==> src/rtl/pipeline_reg_chain.sv <==
// Parametrised valid/ready register chain with bubble collapsing and synchronous flush.
// Each stage holds one WIDTH-bit word plus a valid bit. An empty stage always accepts
// from the stage before it, so a stalled chain compacts toward the output.
module pipeline_reg_chain #(
    parameter int               WIDTH     = 64,
    parameter int               DEPTH     = 3,
    parameter logic [WIDTH-1:0] RESET_VAL = '0
) (
    input  logic                       clk,
    input  logic                       reset,
    input  logic                       flush,
    input  logic                       in_valid,
    output logic                       in_ready,
    input  logic [WIDTH-1:0]           in_data,
    output logic                       out_valid,
    input  logic                       out_ready,
    output logic [WIDTH-1:0]           out_data,
    output logic [$clog2(DEPTH+1)-1:0] occupancy
);

    localparam int OCC_W = $clog2(DEPTH + 1);

    logic             valid_reg [DEPTH];
    logic [WIDTH-1:0] data_reg  [DEPTH];

    // rdy[i]: stage i may load this cycle; rdy[DEPTH] is the downstream acceptance.
    logic [DEPTH:0]   rdy;
    logic             up_v      [DEPTH];
    logic [WIDTH-1:0] up_data   [DEPTH];

    // Ready ripples back from the output: a stage is ready if empty or if it drains.
    always_comb begin
        rdy[DEPTH] = out_ready;
        for (int i = DEPTH - 1; i >= 0; i--) begin
            rdy[i] = !valid_reg[i] | rdy[i + 1];
        end
    end

    // Input side is closed during flush and while reset is held.
    assign in_ready  = rdy[0] & !flush & reset;
    assign out_valid = valid_reg[DEPTH-1] & !flush;
    assign out_data  = data_reg[DEPTH-1];

    // Occupancy counts valid stages and deliberately ignores flush.
    always_comb begin
        occupancy = '0;
        for (int i = 0; i < DEPTH; i++) begin
            occupancy = occupancy + OCC_W'(valid_reg[i]);
        end
    end

    genvar gi;
    generate
        for (gi = 0; gi < DEPTH; gi++) begin : g_stage
            if (gi == 0) begin : g_head
                assign up_v[gi]    = in_valid & in_ready;
                assign up_data[gi] = in_data;
            end else begin : g_body
                assign up_v[gi]    = valid_reg[gi-1];
                assign up_data[gi] = data_reg[gi-1];
            end

            // Stage register: flush clears valid only; data loads only on a real transfer.
            always_ff @(posedge clk or negedge reset) begin
                if (!reset) begin
                    valid_reg[gi] <= 1'b0;
                    data_reg[gi]  <= RESET_VAL;
                end else if (flush) begin
                    valid_reg[gi] <= 1'b0;
                end else if (rdy[gi]) begin
                    valid_reg[gi] <= up_v[gi];
                    if (up_v[gi]) begin
                        data_reg[gi] <= up_data[gi];
                    end
                end
            end
        end
    endgenerate

endmodule

==> config.mk <==
export PLATFORM = sky130hd
export DESIGN_NAME = pipeline_reg_chain
export DESIGN_NICKNAME = d
export VERILOG_FILES = /design/src/rtl/pipeline_reg_chain.sv
export SDC_FILE = /design/constraint.sdc
export NUM_CORES = 1
export LEC_CHECK = 0
export CORE_MARGIN = 2
export CORE_UTILIZATION = 45
export DETAILED_ROUTE_END_ITERATION = 8
export PLACE_DENSITY = 0.73
export SKIP_CTS_REPAIR_TIMING = 1
export SYNTH_ARGS = -nofsm -noshare
export SYNTH_HDL_FRONTEND = slang
export SYNTH_SLANG_ARGS = --single-unit
==> constraint.sdc <==
create_clock -name clk -period 1.65 [get_ports clk]
set_input_delay 0.2475 -clock clk [delete_from_list [all_inputs] [get_ports clk]]
set_output_delay 0.2475 -clock clk [all_outputs]
set_load 0.02 [all_outputs]
==> impl_metrics.prom <==
# TYPE chip_impl_metric gauge
chip_impl_info{name="outcome",value="complete, but fails checks"} 1
chip_impl_info{name="violations",value="negative hold slack, negative setup slack"} 1
chip_impl_info{name="cts_tree",value="built"} 1
chip_impl_info{name="startpoint_class",value="register"} 1
chip_impl_metric{name="max_freq",unit="MHz"} 545.0
chip_impl_metric{name="report.final.slew_viol_count",unit=""} 0
chip_impl_metric{name="final_cell_count_no_fill",unit=""} 828
chip_impl_metric{name="max_cap_viols",unit=""} 0
chip_impl_info{name="critPathMostFrequentCell",value="sky130_fd_sc_hd__buf_6"} 1
chip_impl_metric{name="globalRouteOverflowTotal",unit=""} 0
chip_impl_metric{name="core",unit="µm²"} 17120
chip_impl_metric{name="clock-sinks",unit=""} 195
chip_impl_metric{name="initial_utilization",unit=""} 0.4546
chip_impl_metric{name="largest_reg_flops",unit=""} 128
chip_impl_metric{name="i_o_pins",unit=""} 137
chip_impl_metric{name="cp.required",unit="ns"} 1.96
chip_impl_metric{name="setup_slack",unit="ns"} -0.1849
chip_impl_metric{name="die_h",unit="µm"} 135.5
chip_impl_metric{name="synth_fp_nets",unit=""} 558
chip_impl_info{name="timing.critical_path.max_delay_family",value="buffers and inverters"} 1
chip_impl_metric{name="cp.buffers_inverters",unit=""} 3
chip_impl_info{name="synth.top_cells.by_area",value="sky130_fd_sc_hd__dfrtp_1 63%, sky130_fd_sc_hd__mux2_2 25%, sky130_fd_sc_hd__buf_4 6.2%"} 1
chip_impl_metric{name="finalHoldViolations",unit=""} 15
chip_impl_metric{name="synth-edff-count",unit=""} 0
chip_impl_metric{name="route.vias.total",unit=""} 4033
chip_impl_metric{name="worstSkewPairLatency",unit="ns"} 0.43
chip_impl_metric{name="drt_wl_total",unit="µm"} 15830
chip_impl_metric{name="static-leakage-power",unit="nW"} 5.458
chip_impl_info{name="ctsRootBufferMaster",value="sky130_fd_sc_hd__clkbuf_16"} 1
chip_impl_metric{name="viasPerCell",unit=""} 4.871
chip_impl_info{name="hold_class",value="in -> async"} 1
chip_impl_metric{name="worst_hold_slack",unit="ns"} -0.02012
chip_impl_info{name="worstSetupPathType",value="reg -> reg"} 1
chip_impl_info{name="crit_slowest_cell",value="sky130_fd_sc_hd__dfrtp_1"} 1
chip_impl_metric{name="routed_wire_length_per_instance",unit="µm"} 19.12
chip_impl_metric{name="worstMarginPinSlew",unit="ns"} 0.8764
chip_impl_metric{name="power.ir.vdd_worst",unit="µV"} 729.3
chip_impl_info{name="yosys-top-cells-count",value="195 x sky130_fd_sc_hd__dfrtp_1, 173 x sky130_fd_sc_hd__mux2_2, 64 x sky130_fd_sc_hd__buf_4, 19 x sky130_fd_sc_hd__mux2_1, 15 x sky130_fd_sc_hd__buf_2"} 1
chip_impl_metric{name="drt_drc_violations_left",unit=""} 0
chip_impl_metric{name="synth-warning-count",unit=""} 0
chip_impl_metric{name="die_area",unit="µm²"} 18360
chip_impl_metric{name="final_net_count",unit=""} 660
chip_impl_metric{name="synth_sequential_area_ratio",unit=""} 0.6271
chip_impl_metric{name="path_clk_slew",unit="ns"} 0.08
chip_impl_info{name="critical_path.cell_chain",value="and4b_2, buf_6, nor3_4, buf_6, clkbuf_16, mux2_2"} 1
chip_impl_metric{name="cts.htree.levels",unit=""} 4
chip_impl_metric{name="setup_viol",unit=""} 131
chip_impl_metric{name="synth_cell_types",unit=""} 17
chip_impl_info{name="synthMostInstantiatedCell",value="sky130_fd_sc_hd__dfrtp_1"} 1
chip_impl_metric{name="post_synth_inst_count",unit=""} 488
chip_impl_metric{name="worst_ep_arrival_time",unit="ns"} 2.15
chip_impl_metric{name="final.setup_skew",unit="ns"} 0.008526
chip_impl_metric{name="final_min_period_over_clock_period",unit=""} 1.112
chip_impl_metric{name="final_layout_size_suffix_gt1_frac",unit=""} 0.4113
chip_impl_metric{name="drt_first_iter_violations",unit=""} 105
chip_impl_metric{name="cts_made_buffers",unit=""} 17
chip_impl_metric{name="syn-cell-area",unit="µm²"} 7781
chip_impl_metric{name="die_w",unit="µm"} 135.5
chip_impl_metric{name="layout-area-overhead-vs-synth",unit="%"} 31.93
chip_impl_info{name="post-synth-top-area-cell",value="sky130_fd_sc_hd__dfrtp_1"} 1
chip_impl_info{name="grt_setup_unrepaired",value="true"} 1
chip_impl_metric{name="rows",unit=""} 48
chip_impl_metric{name="placed_cells_incl_taps",unit=""} 782
chip_impl_info{name="synth_flop_cell",value="sky130_fd_sc_hd__dfrtp_1"} 1
chip_impl_metric{name="slew_headroom",unit=""} 0.4157
chip_impl_metric{name="gp_routability_congestion",unit=""} 0.7449
chip_impl_metric{name="initial_antenna_violation_count",unit=""} 0
chip_impl_metric{name="power.density_cell_area",unit="nW/µm²"} 1445
chip_impl_metric{name="synth_async_sr_flop_share",unit=""} 1.000
chip_impl_metric{name="dp.final_hpwl",unit="µm"} 9239
chip_impl_metric{name="count_of_state_elements_after_synthesis",unit=""} 195
chip_impl_metric{name="average_footprint_of_a_synthesized_cell",unit="µm²"} 15.95
chip_impl_metric{name="first_global_vias",unit=""} 4419
chip_impl_metric{name="track_usage",unit=""} 0.1635
chip_impl_metric{name="first_pass_iters",unit=""} 4
chip_impl_metric{name="clock_tree.buffer_depth",unit=""} 2
chip_impl_metric{name="yosys.area.top_type_share",unit=""} 0.6271
chip_impl_metric{name="port_buffers",unit=""} 136
chip_impl_metric{name="post-route-min-period",unit="ns"} 1.835
chip_impl_metric{name="insertedDiodeCount",unit=""} 0
chip_impl_metric{name="pre_cts_ws",unit="ns"} -0.4345
chip_impl_metric{name="crit_path_max_fanout",unit=""} 9
chip_impl_info{name="worstSetupEndpointType",value="register"} 1
chip_impl_metric{name="slowest_delay",unit="ns"} 0.42
chip_impl_metric{name="final_antenna_net_count",unit=""} 0
chip_impl_metric{name="grt_first_pass_wirelength",unit="µm"} 22690
chip_impl_metric{name="maximum_number_of_pins_on_one_net_before_global_route_repair",unit=""} 127
metal layers:
layer | vias up | routed length (µm) | global-route usage
li1 | 1827 | - | -
met1 | 2111 | 6560 | 0.1902
met2 | 79 | 8499 | 0.2933
met3 | 16 | 533 | 0.03816
met4 | 0 | 241 | 0.06308
met5 | - | 0 | 0
cells in the final DEF, fill, tap and decap left out, types with 2 or more instances in the layout:
master                            netlist  routed
sky130_fd_sc_hd__clkbuf_16              0      26
sky130_fd_sc_hd__mux2_1                19      17
sky130_fd_sc_hd__buf_12                 0       9
sky130_fd_sc_hd__nor2_1                 4       4
sky130_fd_sc_hd__clkinv_4               0       2
sky130_fd_sc_hd__mux2_2               173     137
sky130_fd_sc_hd__inv_8                  0       5
sky130_fd_sc_hd__dlymetal6s2s_1         0      65
sky130_fd_sc_hd__buf_6                  6       7
sky130_fd_sc_hd__dfrtp_1              195     195
sky130_fd_sc_hd__a21oi_1                2       2
sky130_fd_sc_hd__inv_6                  0       4
sky130_fd_sc_hd__buf_4                 64       8
sky130_fd_sc_hd__mux2_4                 0      38
sky130_fd_sc_hd__clkbuf_8               0       2
sky130_fd_sc_hd__clkdlybuf4s50_1        0      67
sky130_fd_sc_hd__bufinv_16              0       2
logic make-up after synthesis:
family          Yosys count  share of synthesized area
compound gates            3                   0.002412
fa+ha+maj                 1                   0.002573
buf+inv                  86                    0.08056
flops                   195                     0.6271
mux                     192                     0.2779
simple gates             11                   0.009487
worst reg2reg max path, stage by stage, from the launching register on:
cell	delay [ns]
sky130_fd_sc_hd__dfrtp_1	0.42
sky130_fd_sc_hd__and4b_2	0.26
sky130_fd_sc_hd__buf_6	0.13
sky130_fd_sc_hd__nor3_4	0.21
sky130_fd_sc_hd__buf_6	0.19
sky130_fd_sc_hd__clkbuf_16	0.19
sky130_fd_sc_hd__mux2_2	0.34
power breakdown:
part	switching, mW	total, mW	leakage [nW]	internal, mW
combinational	1.53	3.66	2.75	2.13
sequential	0.705	6.87	2.40	6.17
clock	1.93	4.29	0.308	2.37
area by class of cell:
class,count,area (µm²)
flip-flops and latches,195,4880
fillers,1272,6850
clock buffers,18,439.2
multi-input cells,207,2425
inverters,1,3.754
well taps,225,281.5
clock inverters,14,185.2
repair buffers,168,2052
final timing paths:
kind                                            from  cells past startpoint  slack [ns]                        end
min in group clk                               reset                      3        0.18        up_v[1]$_DFFE_PN0P_
min                                            reset                      2       -0.02  data_reg[116]$_DFFE_PN0P_
max in group asynchronous                      reset                      2        0.98   out_data[31]$_DFFE_PN0P_
max reg2reg                      up_v[1]$_DFFE_PN0P_                      6       -0.18  data_reg[132]$_DFFE_PN0P_
min reg2reg                data_reg[178]$_DFFE_PN0P_                      1        0.49  data_reg[178]$_DFFE_PN0P_
max                              up_v[1]$_DFFE_PN0P_                      6       -0.18  data_reg[132]$_DFFE_PN0P_
metrics by stage:
step                      hold WS (ns)  cell area [µm²]  setup TNS [ns]  utilization  total power [mW]
after floorplan               -0.04809             7792          -2.011            -             9.553
after global placement          0.4500             9032          -49.36       0.5277             10.40
after detailed placement        0.4674             9032          -51.51       0.5277             10.63
after CTS                   -0.0002512             9657          -10.56       0.5642             14.98
after global routing           0.01568            10270          -19.80       0.5998             15.57
final                         -0.02012            10270          -13.87       0.5998             14.83
Power figures use the tool's default switching activity.
